`src/rtl/titan_bus_pkg.sv`:
```
// Shared instruction-bus opcodes and word/address types for the per-core stream buffers.
package titan_bus_pkg;

  localparam logic [7:0] OP_STREAM_READ  = 8'h10;
  localparam logic [7:0] OP_STREAM_FLUSH = 8'h11;
  localparam logic [7:0] OP_STREAM_COUNT = 8'h12;

  typedef logic [31:0] bus_word_t;
  typedef logic [23:0] bus_addr_t;

endpackage

```
`src/rtl/stream_buffer_if.sv`:
```
// Core-side push handshake plus instruction-bus command and readback signals of one stream buffer.
interface stream_buffer_if #(
  parameter int DATA_W = 32,
  parameter int DEPTH  = 16,
  parameter int ADDR_W = 24
);
  localparam int CNT_W = $clog2(DEPTH + 1);

  logic [DATA_W-1:0] core_data_i;
  logic              core_valid_i;
  logic              core_ready_o;
  logic [7:0]        instruction_i;
  logic [ADDR_W-1:0] address_i;
  logic              instr_valid_i;
  logic [DATA_W-1:0] stream_o;
  logic [DATA_W-1:0] result_o;
  logic [CNT_W-1:0]  count_o;
  logic              empty_o;
  logic              underflow_o;

  modport slave (
    input  core_data_i, core_valid_i, instruction_i, address_i, instr_valid_i,
    output core_ready_o, stream_o, result_o, count_o, empty_o, underflow_o
  );

  modport master (
    output core_data_i, core_valid_i, instruction_i, address_i, instr_valid_i,
    input  core_ready_o, stream_o, result_o, count_o, empty_o, underflow_o
  );
endinterface

```
`src/rtl/sync_fifo.sv`:
```
// Single-clock FIFO storage with wrapping pointers and a separately tracked occupancy count.
module sync_fifo #(
  parameter int DATA_W = 32,
  parameter int DEPTH  = 16
) (
  input  logic                         clk_i,
  input  logic                         rst_ni,
  input  logic                         push_i,
  input  logic                         pop_i,
  input  logic                         flush_i,
  input  logic [DATA_W-1:0]            wdata_i,
  output logic [DATA_W-1:0]            rdata_o,
  output logic [$clog2(DEPTH+1)-1:0]   count_o,
  output logic                         full_o,
  output logic                         empty_o
);
  localparam int PTR_W = $clog2(DEPTH);
  localparam int CNT_W = $clog2(DEPTH + 1);

  logic [DATA_W-1:0] mem [DEPTH];
  logic [PTR_W-1:0]  wr_ptr;
  logic [PTR_W-1:0]  rd_ptr;
  logic [CNT_W-1:0]  count;

  assign rdata_o = mem[rd_ptr];
  assign count_o = count;
  assign full_o  = (count == CNT_W'(DEPTH));
  assign empty_o = (count == '0);

  // Storage needs no reset; only pointers and count define which entries are live.
  always_ff @(posedge clk_i) begin
    if (push_i && !flush_i) begin
      mem[wr_ptr] <= wdata_i;
    end
  end

  always_ff @(posedge clk_i or negedge rst_ni) begin
    if (!rst_ni) begin
      wr_ptr <= '0;
      rd_ptr <= '0;
      count  <= '0;
    end else if (flush_i) begin
      wr_ptr <= '0;
      rd_ptr <= '0;
      count  <= '0;
    end else begin
      if (push_i) begin
        wr_ptr <= wr_ptr + 1'b1;
      end
      if (pop_i) begin
        rd_ptr <= rd_ptr + 1'b1;
      end
      case ({push_i, pop_i})
        2'b10:   count <= count + 1'b1;
        2'b01:   count <= count - 1'b1;
        default: count <= count;
      endcase
    end
  end
endmodule

```
`src/rtl/stream_buffer.sv`:
```
// Per-core output FIFO: the core pushes words, the instruction bus pops, flushes and reads the fill level.
module stream_buffer
  import titan_bus_pkg::*;
#(
  parameter int              DATA_W    = 32,
  parameter int              DEPTH     = 16,
  parameter int              ADDR_W    = 24,
  parameter logic [ADDR_W-1:0] CORE_ADDR = ADDR_W'(24'h000001)
) (
  input  logic           clk_i,
  input  logic           rst_ni,
  stream_buffer_if.slave bus
);
  localparam int CNT_W = $clog2(DEPTH + 1);

  logic              cmd;
  logic              rd_cmd;
  logic              flush_cmd;
  logic              count_cmd;
  logic              push;
  logic              pop;
  logic              full;
  logic              empty;
  logic [DATA_W-1:0] head;
  logic [CNT_W-1:0]  count;

  assign cmd       = bus.instr_valid_i && (bus.address_i == CORE_ADDR);
  assign rd_cmd    = cmd && (bus.instruction_i == OP_STREAM_READ);
  assign flush_cmd = cmd && (bus.instruction_i == OP_STREAM_FLUSH);
  assign count_cmd = cmd && (bus.instruction_i == OP_STREAM_COUNT);

  // Ready never looks at core_valid_i, and a flush blocks the push it would otherwise discard.
  assign bus.core_ready_o = !full && !flush_cmd;
  assign push             = bus.core_valid_i && bus.core_ready_o;
  assign pop              = rd_cmd && !empty;

  assign bus.count_o = count;
  assign bus.empty_o = empty;

  sync_fifo #(
    .DATA_W (DATA_W),
    .DEPTH  (DEPTH)
  ) u_fifo (
    .clk_i   (clk_i),
    .rst_ni  (rst_ni),
    .push_i  (push),
    .pop_i   (pop),
    .flush_i (flush_cmd),
    .wdata_i (bus.core_data_i),
    .rdata_o (head),
    .count_o (count),
    .full_o  (full),
    .empty_o (empty)
  );

  // A READ on an empty buffer returns zero and latches underflow until the next flush.
  always_ff @(posedge clk_i or negedge rst_ni) begin
    if (!rst_ni) begin
      bus.stream_o    <= '0;
      bus.result_o    <= '0;
      bus.underflow_o <= 1'b0;
    end else begin
      if (rd_cmd) begin
        bus.stream_o <= empty ? '0 : head;
      end
      if (count_cmd) begin
        bus.result_o <= DATA_W'(count);
      end
      if (flush_cmd) begin
        bus.underflow_o <= 1'b0;
      end else if (rd_cmd && empty) begin
        bus.underflow_o <= 1'b1;
      end
    end
  end
endmodule

```
`src/flat_wrapper.sv`:
```
// flat-port wrapper written by rule: the top's interface ports become plain ports
module stream_buffer_flat import titan_bus_pkg::*;
#(
  parameter int              DATA_W    = 32,
  parameter int              DEPTH     = 16,
  parameter int              ADDR_W    = 24,
  parameter logic [ADDR_W-1:0] CORE_ADDR = ADDR_W'(24'h000001)
)
  (clk_i, rst_ni, bus_core_data_i, bus_core_valid_i, bus_instruction_i, bus_address_i, bus_instr_valid_i, bus_core_ready_o, bus_stream_o, bus_result_o, bus_count_o, bus_empty_o, bus_underflow_o);
  stream_buffer_if #(.DATA_W(DATA_W), .DEPTH(DEPTH), .ADDR_W(ADDR_W)) bus_i ();
  input  logic clk_i;
  input  logic rst_ni;
  input wire logic [$bits(bus_i.core_data_i)-1:0] bus_core_data_i;
  input wire logic [$bits(bus_i.core_valid_i)-1:0] bus_core_valid_i;
  input wire logic [$bits(bus_i.instruction_i)-1:0] bus_instruction_i;
  input wire logic [$bits(bus_i.address_i)-1:0] bus_address_i;
  input wire logic [$bits(bus_i.instr_valid_i)-1:0] bus_instr_valid_i;
  output wire logic [$bits(bus_i.core_ready_o)-1:0] bus_core_ready_o;
  output wire logic [$bits(bus_i.stream_o)-1:0] bus_stream_o;
  output wire logic [$bits(bus_i.result_o)-1:0] bus_result_o;
  output wire logic [$bits(bus_i.count_o)-1:0] bus_count_o;
  output wire logic [$bits(bus_i.empty_o)-1:0] bus_empty_o;
  output wire logic [$bits(bus_i.underflow_o)-1:0] bus_underflow_o;
  assign bus_i.core_data_i = bus_core_data_i;
  assign bus_i.core_valid_i = bus_core_valid_i;
  assign bus_i.instruction_i = bus_instruction_i;
  assign bus_i.address_i = bus_address_i;
  assign bus_i.instr_valid_i = bus_instr_valid_i;
  assign bus_core_ready_o = bus_i.core_ready_o;
  assign bus_stream_o = bus_i.stream_o;
  assign bus_result_o = bus_i.result_o;
  assign bus_count_o = bus_i.count_o;
  assign bus_empty_o = bus_i.empty_o;
  assign bus_underflow_o = bus_i.underflow_o;
  stream_buffer #(.DATA_W(DATA_W), .DEPTH(DEPTH), .ADDR_W(ADDR_W), .CORE_ADDR(CORE_ADDR)) u_core (.clk_i(clk_i), .rst_ni(rst_ni), .bus(bus_i));
endmodule
```
`config.mk`:
```
export PLATFORM = sky130hd
export DESIGN_NAME = stream_buffer_flat
export DESIGN_NICKNAME = d
export VERILOG_FILES = /design/src/rtl/titan_bus_pkg.sv /design/src/rtl/stream_buffer_if.sv /design/src/rtl/sync_fifo.sv /design/src/rtl/stream_buffer.sv /design/src/flat_wrapper.sv
export SDC_FILE = /design/constraint.sdc
export NUM_CORES = 1
export LEC_CHECK = 0
export ABC_AREA = 0
export CELL_PAD_IN_SITES_DETAIL_PLACEMENT = 0
export CELL_PAD_IN_SITES_GLOBAL_PLACEMENT = 2
export CORE_MARGIN = 2
export CORE_UTILIZATION = 50
export CTS_BUF_LIST = sky130_fd_sc_hd__clkbuf_16
export DETAILED_ROUTE_END_ITERATION = 10
export GPL_TIMING_DRIVEN = 0
export PLACE_DENSITY_LB_ADDON = 0.2
export SETUP_SLACK_MARGIN = 0.15
export SLEW_MARGIN = 20
export SYNTH_ARGS = -nofsm -noshare
export SYNTH_HDL_FRONTEND = slang
export SYNTH_SLANG_ARGS = --single-unit
```
`constraint.sdc`:
```
create_clock -name clk_i -period 9.2 [get_ports clk_i]
set_input_delay 1.38 -clock clk_i [delete_from_list [all_inputs] [get_ports clk_i]]
set_output_delay 1.38 -clock clk_i [all_outputs]
set_load 0.01 [all_outputs]
```
==> key figures <==
Yosys
  • Largest family of logic cells by synthesized area: multiplexers
  • Mux share of post-synthesis cell area: 0.137
  • Synth Area in Compound Gates: 0.0389
  • Post-synth top area share: 0.707
  • Synth Instances: between 1,000 and 1,500
  • Area leader, netlist: edfxtp_1
  • Cell Area, Synth: 21,700 sq um
  • Syn Area/Cell: roughly 21 sq um
  • Adder-Cell Fraction of Synth Area: 0.00610
  • FF+latch count, synth: 563
  • Simple-gate area share of the yosys netlist: 0.0270
  • Register area share after synthesis: 0.766
  • Top cells by area, synth: edfxtp_1, mux4_2, dfrtp_1, a22oi_1, a22o_1
  • Main synth FF type: edfxtp_1
  • Post-synth EDFFs: 512
  • Yosys Warn Count: 0
  • Post-Synth XOR/XNOR Area: 0.00322
  • Synth unique cells: 44
  • Share of synthesized flip-flops with an asynchronous set or reset: 0.0906

Drt
  • ANT nets after route: 0
  • Post-DR wirelength/cell: 25.1 microns
  • Router iterations before antenna repair: 5
  • # DRC: 0
  • Initial drt markers: 1,005
  • Via count: 10,800
  • Drt total wl: 47,600 microns
  • Via density: 5.70

Clock tree
  • Cts hold-fix bufs: 0
  • CTS root buf: clkbuf_16
  • Clk buf depth: 3
  • # resized after CTS: 0
  • Max H-tree Level: 2
  • Postcts setup bufs: 0
  • Later-pin clock latency in the skew report: 600 ps
  • CTS buffer count: 57
  • CTS tree: yes
  • Clock-pin slew on the worst setup and hold paths: approximately 60 ps
  • Clock sinks: about 560

Floorplan
  • FP Rows: 76
  • Core ar.: 43,000 sq um
  • DIE WIDTH: 213 microns
  • Die ar.: 45,200 sq um
  • I/O pins: 140
  • Die Ht: 213 microns
  • Initial Util: 0.506

Place
  • DP HPWL: about 32,000 microns
  • Placed Cells: between 1,500 and 2,000
  • I/O Buffers: approximately 110
  • GPL Wtd Cong: 0.739
  • Pre-CTS WS: 3860 ps

Power
  • Pleak: 8.67 nW
  • Worst VDD drop: between 0.15 and 0.2 mV
  • Pwr Density: 227 nW/um^2

Timing
  • Setup ws final: 3870 ps
  • Final hold viol count: 0
  • Final hold slack: about 500 ps
  • Final setup fails: 0
  • Final period demand of the worst path: 5330 ps
  • Tcrit/Tclk final: 0.580
  • Clk_skew: 18.3 ps
  • Relative slew slack: 0.352
  • RSZ-0062 raised after global routing: false
  • Slew Limit Fails: 0
  • Worst-Margin Slew: about 1000 ps
  • Fmax achieved: 0.188 GHz

Worst setup path
  • Worst Path Required: approximately 7800 ps
  • Critical Path AT: a little under 4000 ps
  • CP max-delay cell: clkdlybuf4s50_1
  • CP peak stage delay: 520 ps
  • Crit-path most repeated cell: clkdlybuf4s50_1
  • Reg2reg start: u_core.u_fifo.count_o[1]
  • Setup crit end: bus_core_ready_o
  • Startpoint types: input pin
  • Cell Chain, Critical Path: clkdlybuf4s50_1, nor4_1, nand3_1, nor4_4, and2_1, clkbuf_1, a21oi_1, clkdlybuf4s50_1
  • Crit path kind: input pin to primary output
  • RR Endpoint: u_core.u_fifo.count_o[4]
  • CP Launch Point: bus_address_i[13]
  • Crit path max fanout: 6
  • R2r worst-path depth: 12
  • R2R Setup Slk: approximately 5800 ps
  • Crit end category: primary output

Final layout
  • NumNets Final: 1,341
  • Layout cells sized above 1: 0.241
  • Filler Cells Inserted: 3,165
  • Final Util: 0.606
  • ANT cells: 0
  • Non-Filler Instances: 1,894
  • Syn-to-layout area delta: 19.7%

Status
  • Outcome: finished clean

Worst hold path
  • Hold crit path type: flop to flop

Global route
  • Largest net degree at the start of global routing: 30
  • Global-route wire length before repair: roughly 70,000 microns
  • GRT Overall Usage: 0.220
  • Antenna violations before repair: 0
  • Gr ovfl total: 0
  • Vias in the first global route: 11,100

Flow run
  • Max cap viols: 0
==> per-layer routing <==
metal | track usage | vias up | wire length (microns)
li1 | - | 4698 | -
met1 | 0.326 | 5686 | 21100
met4 | 0.0564 | 0 | 877
met5 | 0 | - | 0
met2 | 0.351 | 337 | 23000
met3 | 0.0290 | 71 | 2600
==> synth_stat cells, types with 3 or more instances <==
cell type / n
buf_2: 15
nor2b_1: 6
dfrtp_1: 51
nor4_1: 5
mux2i_1: 3
mux4_2: 128
nor4_2: 3
nand2_1: 41
and3_1: 9
nor2_1: 22
inv_1: 8
nand3_1: 3
mux2_2: 5
a22oi_1: 62
nor3_1: 8
xnor2_1: 5
buf_4: 27
a21oi_1: 8
xor2_1: 3
edfxtp_1: 512
a22o_1: 32
ha_1: 9
buf_6: 3
clkbuf_1: 36
==> worst max-delay path: cells and delay by family <==
kind	cells	cell delay [ps]
simple gates	4	1210
compound gates	1	70
buf+inv	3	1290
==> cell families (layout without fill, tap and decap cells) <==
family                   after synthesis  after routing
buffers and inverters                 91            345
adder cells (fa/ha/maj)               10             10
AO/OA/AOI/OAI                        110            110
multiplexers                         136            136
other                                  1             27
AND/OR/NAND/NOR                      110            110
XOR/XNOR                               8              8
flip-flops                           563            563
==> worst min-delay path by stage <==
| stage | start | slack (ps) | to | cells past startpoint |
|---|---|---|---|---|
| after detailed placement | u_core.bus.stream_o[28] | 490 | u_core.bus.stream_o[28] | 1 |
| after floorplan | u_core.bus.underflow_o | 530 | u_core.bus.underflow_o | 2 |
| after CTS | u_core.bus.stream_o[18] | 510 | u_core.bus.stream_o[18] | 1 |
| after global placement | u_core.bus.underflow_o | 490 | u_core.bus.underflow_o | 2 |
| after global routing | u_core.bus.stream_o[19] | 520 | u_core.bus.stream_o[19] | 1 |
| final | u_core.bus.stream_o[18] | 500 | u_core.bus.stream_o[18] | 1 |
==> registers in the layout, indices dropped and copies added (netlist names) <==
name                    flops
u_core.u_fifo.count_o       5
u_core.bus.stream_o        32
u_core.bus.underflow_o      1
u_core.bus.result_o         5
u_core.u_fifo.mem         512
u_core.u_fifo.wr_ptr        4
u_core.u_fifo.rd_ptr        4
==> final cells by class <==
| class | count | area, sq um | share of cell area |
|---|---|---|---|
| sequential | 563 | 16700 | 0.640 |
| multi-input combinational | 401 | 4750 | 0.183 |
| timing repair buffer | 149 | 1570 | 0.0602 |
| clock buffer | 58 | 1450 | 0.0557 |
| tap | 585 | 732 | 0.0281 |
| buffer | 83 | 454 | 0.0174 |
| clock inverter | 47 | 399 | 0.0153 |
| inverter | 8 | 30.0 | 0.00115 |
==> cells in the final DEF, fill, tap and decap left out, types with 3 or more instances in the layout <==
| cell type | netlist | layout |
|---|---|---|
| a21oi_1 | 8 | 8 |
| a22o_1 | 32 | 32 |
| a22oi_1 | 62 | 62 |
| and3_2 | 0 | 9 |
| buf_12 | 0 | 9 |
| buf_16 | 0 | 3 |
| buf_2 | 15 | 20 |
| buf_4 | 27 | 45 |
| buf_6 | 3 | 6 |
| bufinv_16 | 0 | 7 |
| clkbuf_1 | 36 | 36 |
| clkbuf_16 | 0 | 58 |
| clkdlybuf4s50_1 | 0 | 111 |
| clkinv_1 | 0 | 13 |
| clkinv_2 | 0 | 7 |
| conb_1 | 1 | 27 |
| dfrtp_1 | 51 | 51 |
| edfxtp_1 | 512 | 512 |
| ha_1 | 9 | 9 |
| inv_1 | 8 | 23 |
| mux2_2 | 5 | 5 |
| mux2i_1 | 3 | 3 |
| mux4_2 | 128 | 128 |
| nand2_1 | 41 | 41 |
| nand3_1 | 3 | 3 |
| nor2_1 | 22 | 21 |
| nor2b_1 | 6 | 6 |
| nor3_1 | 8 | 4 |
| nor3_2 | 0 | 4 |
| nor4_1 | 5 | 5 |
| nor4_2 | 3 | 3 |
| xnor2_1 | 5 | 5 |
| xor2_1 | 3 | 3 |
==> where the power goes <==
group          switching [mW]  internal (mW)  leakage, nW
clock                   0.939           1.33        0.957
combinational           0.320          0.208         2.39
sequential             0.0681           3.04         5.32
==> stage by stage <==
step	TNS [ps]	cell area, sq um	total power [mW]
2_1_floorplan	0	21800	3.41
4_1_cts	0	26000	5.96
3_5_place_dp	0	24200	3.70
6_report	0	26000	5.91
5_1_grt	0	26000	6.12
3_3_place_gp	-44170	23700	3.64
(Power assumes the default switching activity.)
